**src/rtl/cmp_seq_if.sv**
```systemverilog
// Handshake and operand bundle for cmp_seq: start/operands/cascade-in toward the
// comparator, busy/done/cascade-out back from it.
interface cmp_seq_if #(
    parameter int WIDTH = 16
);
    logic             strt;
    logic [WIDTH-1:0] A;
    logic [WIDTH-1:0] B;
    logic             AgtBi;
    logic             AeqBi;
    logic             AltBi;
    logic             busy;
    logic             done;
    logic             AgtBo;
    logic             AeqBo;
    logic             AltBo;

    modport master (
        output strt, A, B, AgtBi, AeqBi, AltBi,
        input  busy, done, AgtBo, AeqBo, AltBo
    );

    modport slave (
        input  strt, A, B, AgtBi, AeqBi, AltBi,
        output busy, done, AgtBo, AeqBo, AltBo
    );
endinterface

```
**src/rtl/cmp_seq.sv**
```systemverilog
// Sequential MSB-first magnitude comparator with {gt,eq,lt} cascade, BITS_PER_CYC bits per clock.
// Define CMP_EARLY_DONE_EN to finish as soon as the first differing slice decides the result.
module cmp_seq #(
    parameter int WIDTH        = 16,
    parameter int BITS_PER_CYC = 1,
    parameter int SIGNED       = 0
) (
    input logic       clk,
    input logic       rst_n,
    cmp_seq_if.slave  bus
);
    localparam int N     = WIDTH / BITS_PER_CYC;
    localparam int CNT_W = $clog2(N + 1);

    if (WIDTH < 2 || (WIDTH % BITS_PER_CYC) != 0) begin : g_param_check
        $error("cmp_seq: WIDTH must be >= 2 and a multiple of BITS_PER_CYC");
    end

    typedef enum logic {IDLE, CMP} state_t;

    state_t                  state;
    logic [WIDTH-1:0]        sh_a;
    logic [WIDTH-1:0]        sh_b;
    logic [CNT_W-1:0]        cnt;
    logic [2:0]              casc;
    logic                    dec;
    logic                    dec_gt;
    logic                    running;
    logic                    done_pulse;
    logic [2:0]              result;

    logic [BITS_PER_CYC-1:0] sl_a;
    logic [BITS_PER_CYC-1:0] sl_b;
    logic                    sl_gt;
    logic                    sl_lt;
    logic                    now_dec;
    logic                    now_gt;
    logic                    last;
    logic                    finish;

    always_comb begin
        sl_a = sh_a[WIDTH-1 -: BITS_PER_CYC];
        sl_b = sh_b[WIDTH-1 -: BITS_PER_CYC];
        // Flipping both sign bits turns a two's-complement compare into an unsigned one.
        if (SIGNED != 0 && cnt == CNT_W'(N)) begin
            sl_a[BITS_PER_CYC-1] = ~sl_a[BITS_PER_CYC-1];
            sl_b[BITS_PER_CYC-1] = ~sl_b[BITS_PER_CYC-1];
        end
        sl_gt   = (sl_a > sl_b);
        sl_lt   = (sl_a < sl_b);
        now_dec = dec | sl_gt | sl_lt;
        now_gt  = dec ? dec_gt : sl_gt;
        last    = (cnt == CNT_W'(1));
`ifdef CMP_EARLY_DONE_EN
        finish  = last | now_dec;
`else
        finish  = last;
`endif
    end

    always_ff @(posedge clk or negedge rst_n) begin
        if (!rst_n) begin
            state      <= IDLE;
            running    <= 1'b0;
            done_pulse <= 1'b0;
            result     <= 3'b000;
            sh_a       <= '0;
            sh_b       <= '0;
            cnt        <= '0;
            casc       <= 3'b000;
            dec        <= 1'b0;
            dec_gt     <= 1'b0;
        end else begin
            done_pulse <= 1'b0;
            case (state)
                IDLE: begin
                    if (bus.strt) begin
                        sh_a    <= bus.A;
                        sh_b    <= bus.B;
                        casc    <= {bus.AgtBi, bus.AeqBi, bus.AltBi};
                        result  <= 3'b000;
                        cnt     <= CNT_W'(N);
                        dec     <= 1'b0;
                        dec_gt  <= 1'b0;
                        running <= 1'b1;
                        state   <= CMP;
                    end
                end
                CMP: begin
                    sh_a   <= sh_a << BITS_PER_CYC;
                    sh_b   <= sh_b << BITS_PER_CYC;
                    cnt    <= cnt - 1'b1;
                    dec    <= now_dec;
                    dec_gt <= now_gt;
                    if (finish) begin
                        // Equal operands pass the captured cascade through untouched.
                        result     <= now_dec ? {now_gt, 1'b0, ~now_gt} : casc;
                        done_pulse <= 1'b1;
                        running    <= 1'b0;
                        state      <= IDLE;
                    end
                end
                default: state <= IDLE;
            endcase
        end
    end

    assign bus.busy  = running;
    assign bus.done  = done_pulse;
    assign bus.AgtBo = result[2];
    assign bus.AeqBo = result[1];
    assign bus.AltBo = result[0];
endmodule

```
**src/flat_wrapper.sv**
```systemverilog
// flat-port wrapper written by rule: the top's interface ports become plain ports
module cmp_seq_flat 
#(
    parameter int WIDTH        = 16,
    parameter int BITS_PER_CYC = 1,
    parameter int SIGNED       = 0
)
  (clk, rst_n, bus_strt, bus_A, bus_B, bus_AgtBi, bus_AeqBi, bus_AltBi, bus_busy, bus_done, bus_AgtBo, bus_AeqBo, bus_AltBo);
  cmp_seq_if #(.WIDTH(WIDTH)) bus_i ();
  input logic clk;
  input logic rst_n;
  input wire logic [$bits(bus_i.strt)-1:0] bus_strt;
  input wire logic [$bits(bus_i.A)-1:0] bus_A;
  input wire logic [$bits(bus_i.B)-1:0] bus_B;
  input wire logic [$bits(bus_i.AgtBi)-1:0] bus_AgtBi;
  input wire logic [$bits(bus_i.AeqBi)-1:0] bus_AeqBi;
  input wire logic [$bits(bus_i.AltBi)-1:0] bus_AltBi;
  output wire logic [$bits(bus_i.busy)-1:0] bus_busy;
  output wire logic [$bits(bus_i.done)-1:0] bus_done;
  output wire logic [$bits(bus_i.AgtBo)-1:0] bus_AgtBo;
  output wire logic [$bits(bus_i.AeqBo)-1:0] bus_AeqBo;
  output wire logic [$bits(bus_i.AltBo)-1:0] bus_AltBo;
  assign bus_i.strt = bus_strt;
  assign bus_i.A = bus_A;
  assign bus_i.B = bus_B;
  assign bus_i.AgtBi = bus_AgtBi;
  assign bus_i.AeqBi = bus_AeqBi;
  assign bus_i.AltBi = bus_AltBi;
  assign bus_busy = bus_i.busy;
  assign bus_done = bus_i.done;
  assign bus_AgtBo = bus_i.AgtBo;
  assign bus_AeqBo = bus_i.AeqBo;
  assign bus_AltBo = bus_i.AltBo;
  cmp_seq #(.WIDTH(WIDTH), .BITS_PER_CYC(BITS_PER_CYC), .SIGNED(SIGNED)) u_core (.clk(clk), .rst_n(rst_n), .bus(bus_i));
endmodule
```
**config.mk**
```make
export PLATFORM = sky130hd
export DESIGN_NAME = cmp_seq_flat
export DESIGN_NICKNAME = d
export VERILOG_FILES = /design/src/rtl/cmp_seq_if.sv /design/src/rtl/cmp_seq.sv /design/src/flat_wrapper.sv
export SDC_FILE = /design/constraint.sdc
export NUM_CORES = 1
export LEC_CHECK = 0
export CAP_MARGIN = 15
export CELL_PAD_IN_SITES_DETAIL_PLACEMENT = 1
export CELL_PAD_IN_SITES_GLOBAL_PLACEMENT = 2
export CORE_UTILIZATION = 34
export CTS_BUF_LIST = sky130_fd_sc_hd__clkbuf_4 sky130_fd_sc_hd__clkbuf_8
export DETAILED_ROUTE_END_ITERATION = 8
export GPL_ROUTABILITY_DRIVEN = 1
export PLACE_DENSITY_LB_ADDON = 0.1
export SYNTH_ARGS = -nofsm -noshare
export SYNTH_HDL_FRONTEND = slang
export SYNTH_SLANG_ARGS = --single-unit
```
**constraint.sdc**
```tcl
create_clock -name clk -period 1.75 [get_ports clk]
set_clock_uncertainty 0.1 [all_clocks]
set_input_delay 0.525 -clock clk [delete_from_list [all_inputs] [get_ports clk]]
set_output_delay 0.525 -clock clk [all_outputs]
set_load 0.005 [all_outputs]
```
==> summary.md <==
| Metric | Value |
|---|---|
| Status | completed |
| Worst rel slew slack | 0.785 |
| Flops & latches, synth | 48 |
| Clk Tree Root Cell | clkbuf_8 |
| Synth top cells by count | dfrtp_1 (48), nand2_1 (41), mux2i_1 (35) |
| FF+latch area | 1200 sq um |
| R2r startpoint | u_core.cnt[1]$_DFFE_PN0P_ |
| # fillers | 724 |
| Max VDD drop | 0.765 mV |
| Remaining Overflow, GRT | 0 |
| Main synth FF type | dfrtp_1 |
| Leak Pwr | 1.33 nW |
| DRC viols | 0 |
| Reg2Reg Capture Point | u_core.result[2]$_DFFE_PN0P_ |
| Worst-Skew Late Latency | 0.30 ns |
| Die Y | 82.7 microns |
| Power density cells | 1290 nW/um^2 |
| Slowest cell delay on critical path | 0.38 ns |
| Crit path buf inv count | 1 |
| DP HPWL | 2920 microns |
| Total wire length | 4410 microns |
| Final setup viols | 0 |
| Max frequency | 642 MHz |
| RSZ-0062 raised after global routing | no |
| CTS H-tree lvls | 2 |
| Largest net degree at the start of global routing | 69 |
| Die Area | 6840 sq um |
| Max Root-Sink Buffers | 2 |
| Final core occ | 0.453 |
| Crit share post-route | 0.890 |
| # rows | 29 |
| Crit. path cell count | 1 |
| Sequential fraction of the synthesis area | 0.542 |
| CP max-delay cell | dfrtp_1 |
| CTS tree | done |
| Via density | 4.84 |
| CTS Buf Count | 5 |
| Drt wl/cell | 13.3 microns |
| First-pass GRT wire length | 7550 microns |
| Die Wd | 82.7 microns |
| Hold crit path type | in -> async |
| CP Cell Sequence | dlygate4sd2_1 |
| Number of DRC markers in iteration 0 | 60 |
| Number of synthesized flops with an enable pin | 0 |
| Number of global-route vias before repair | 1622 |
| # Max-Cap Violations | 0 |
| Gate count of the mapped netlist | 210 |
| Critical path's top delay family | flip-flops |
| GRT Total Usage | 0.149 |
| Min Clock Period, post-route | 1.56 ns |
| R2r worst-path depth | 6 |
| Routed via count | 1608 |
| Clock sink count | 48 |
| Synth async-reset ratio | 1.00 |
| Reg2reg setup slack | 0.26 ns |
| Required @ worst endpoint | 1.12 ns |
| Nets | 294 |
| CP max FO | 2 |
| Mapped Nets | 250 |
| Setup_tns | 0 ns |
| Synth top area cells | dfrtp_1 (54%), mux2i_1 (16%), nand2_1 (6.9%), o21ai_0 (6.3%), nand2b_1 (1.7%) |
| Mapped Area | 2220 sq um |
| Yosys cell types | 27 |
| Top-count cell post-synth | dfrtp_1 |
| Worst setup path category | reg -> out |
| # diodes | 0 |
| I/O pins | 43 |
| Synth warn | 0 |
| RD Place Congestion | 0.662 |
| Drt pass-1 iters | 4 |
| Setup crit start kind | flip-flop |
| Number of antenna violations at the first check in global routing | 0 |
| CTS Hold Bufs | 0 |
| Fraction of layout cells with a size suffix above 1 | 0.0902 |
| Worst endpoint data arrival time | 0.93 ns |
| Top cell type's share of synthesized area | 0.542 |
| Clock slew at reported path FFs | 0.09 ns |
| Starting Density | 0.351 |
| Syn Area/Cell | 10.6 sq um |
| Post-synth top area cell | dfrtp_1 |
| Combined area of the multi-input logic cells | 948 sq um |
| ANT nets after route | 0 |
| Actual slew at the worst max-slew pin | 0.319 ns |
| Slew Viols, Final | 0 |
| Port-buffer cells | 42 |
| Synthesis-to-finish area growth | 29.0% |
| CORE AREA | 6310 sq um |
| Fin. Hold Viols | 0 |
| Crit. End Element | output port |
[routing by layer]
metal  global-route usage  share of wire
met1                0.193           0.49
met2                0.246           0.47
met3               0.0330          0.031
met4               0.0466          0.013
met5                    0              0
[power breakdown]
part	total, mW	internal (mW)	switching (mW)
combinational	1.17	0.615	0.551
sequential	1.80	1.51	0.287
clock	0.712	0.354	0.358
total	3.68	2.48	1.20
[state kept, by name, indices dropped and copies added (netlist names)]
signal           flops
u_core.bus.busy      1
u_core.bus.done      1
u_core.casc          3
u_core.cnt           5
u_core.dec           1
u_core.dec_gt        1
u_core.result        3
u_core.sh_a         16
u_core.sh_b         16
u_core.state         1
[through the flow]
step | power, mW | hold slack [ns] | instances | worst slack, ns | instance area, sq um
floorplan | 2.58 | 0.129 | 210 | 0.266 | 2220
global placement | 2.98 | 0.361 | 321 | 0.238 | 2740
detailed placement | 3.02 | 0.361 | 321 | 0.227 | 2740
CTS | 3.75 | 0.112 | 332 | 0.172 | 2860
global route | 4.01 | 0.117 | 332 | 0.117 | 2860
finish | 3.68 | 0.0883 | 332 | 0.193 | 2860
[kinds of logic (layout without fill, tap and decap cells)]
family / Yosys count / count (layout) / share of synthesized area
buffers and inverters: 16 / 61 / 0.0299
adders and majority gates: 2 / 2 / 0.0113
DFF: 48 / 48 / 0.542
xor gates and xnor gates: 4 / 4 / 0.0158
muxes: 37 / 37 / 0.170
AOI/OAI and AO/OA: 40 / 40 / 0.0960
and+or+nand+nor: 63 / 63 / 0.135
[worst max path at each step]
stage,start,end,slack (ns)
finish,u_core.bus.busy$_DFFE_PN0P_,bus_busy,0.19
global route,u_core.cnt[1]$_DFFE_PN0P_,u_core.result[2]$_DFFE_PN0P_,0.12
CTS,u_core.bus.busy$_DFFE_PN0P_,bus_busy,0.17
detailed placement,bus_strt,u_core.cnt[0]$_DFFE_PN0P_,0.23
global placement,bus_strt,u_core.cnt[0]$_DFFE_PN0P_,0.24
floorplan,u_core.cnt[1]$_DFFE_PN0P_,u_core.result[0]$_DFFE_PN0P_,0.27
[final cells by class]
class | count | area share
inverters | 3 | 0.00394
clock buffers | 8 | 0.0342
multi-input cells | 146 | 0.332
well taps | 77 | 0.0337
flip-flops and latches | 48 | 0.421
repair buffers | 50 | 0.176
[layout by cell type, fill, tap and decap left out, types with 2 or more instances in the layout]
cell type,n
dfrtp_1,47
ha_1,2
clkbuf_8,6
nor2_1,6
buf_2,2
clkbuf_4,2
o21ai_0,28
o21ai_1,6
dlygate4sd2_1,5
nand2_1,41
nor3b_1,3
xor2_1,3
nor3_1,2
inv_1,3
a21oi_1,2
buf_12,3
nand2b_1,6
mux2i_1,35
buf_4,5
clkdlybuf4s50_1,35
[repair_timing]
action	in CTS	in global routing
resized for setup	5	0
setup endpoints to repair	5	0
hold endpoints to repair	0	0
buffers inserted	3	0
No activity file was read; power rests on OpenSTA's default activity.
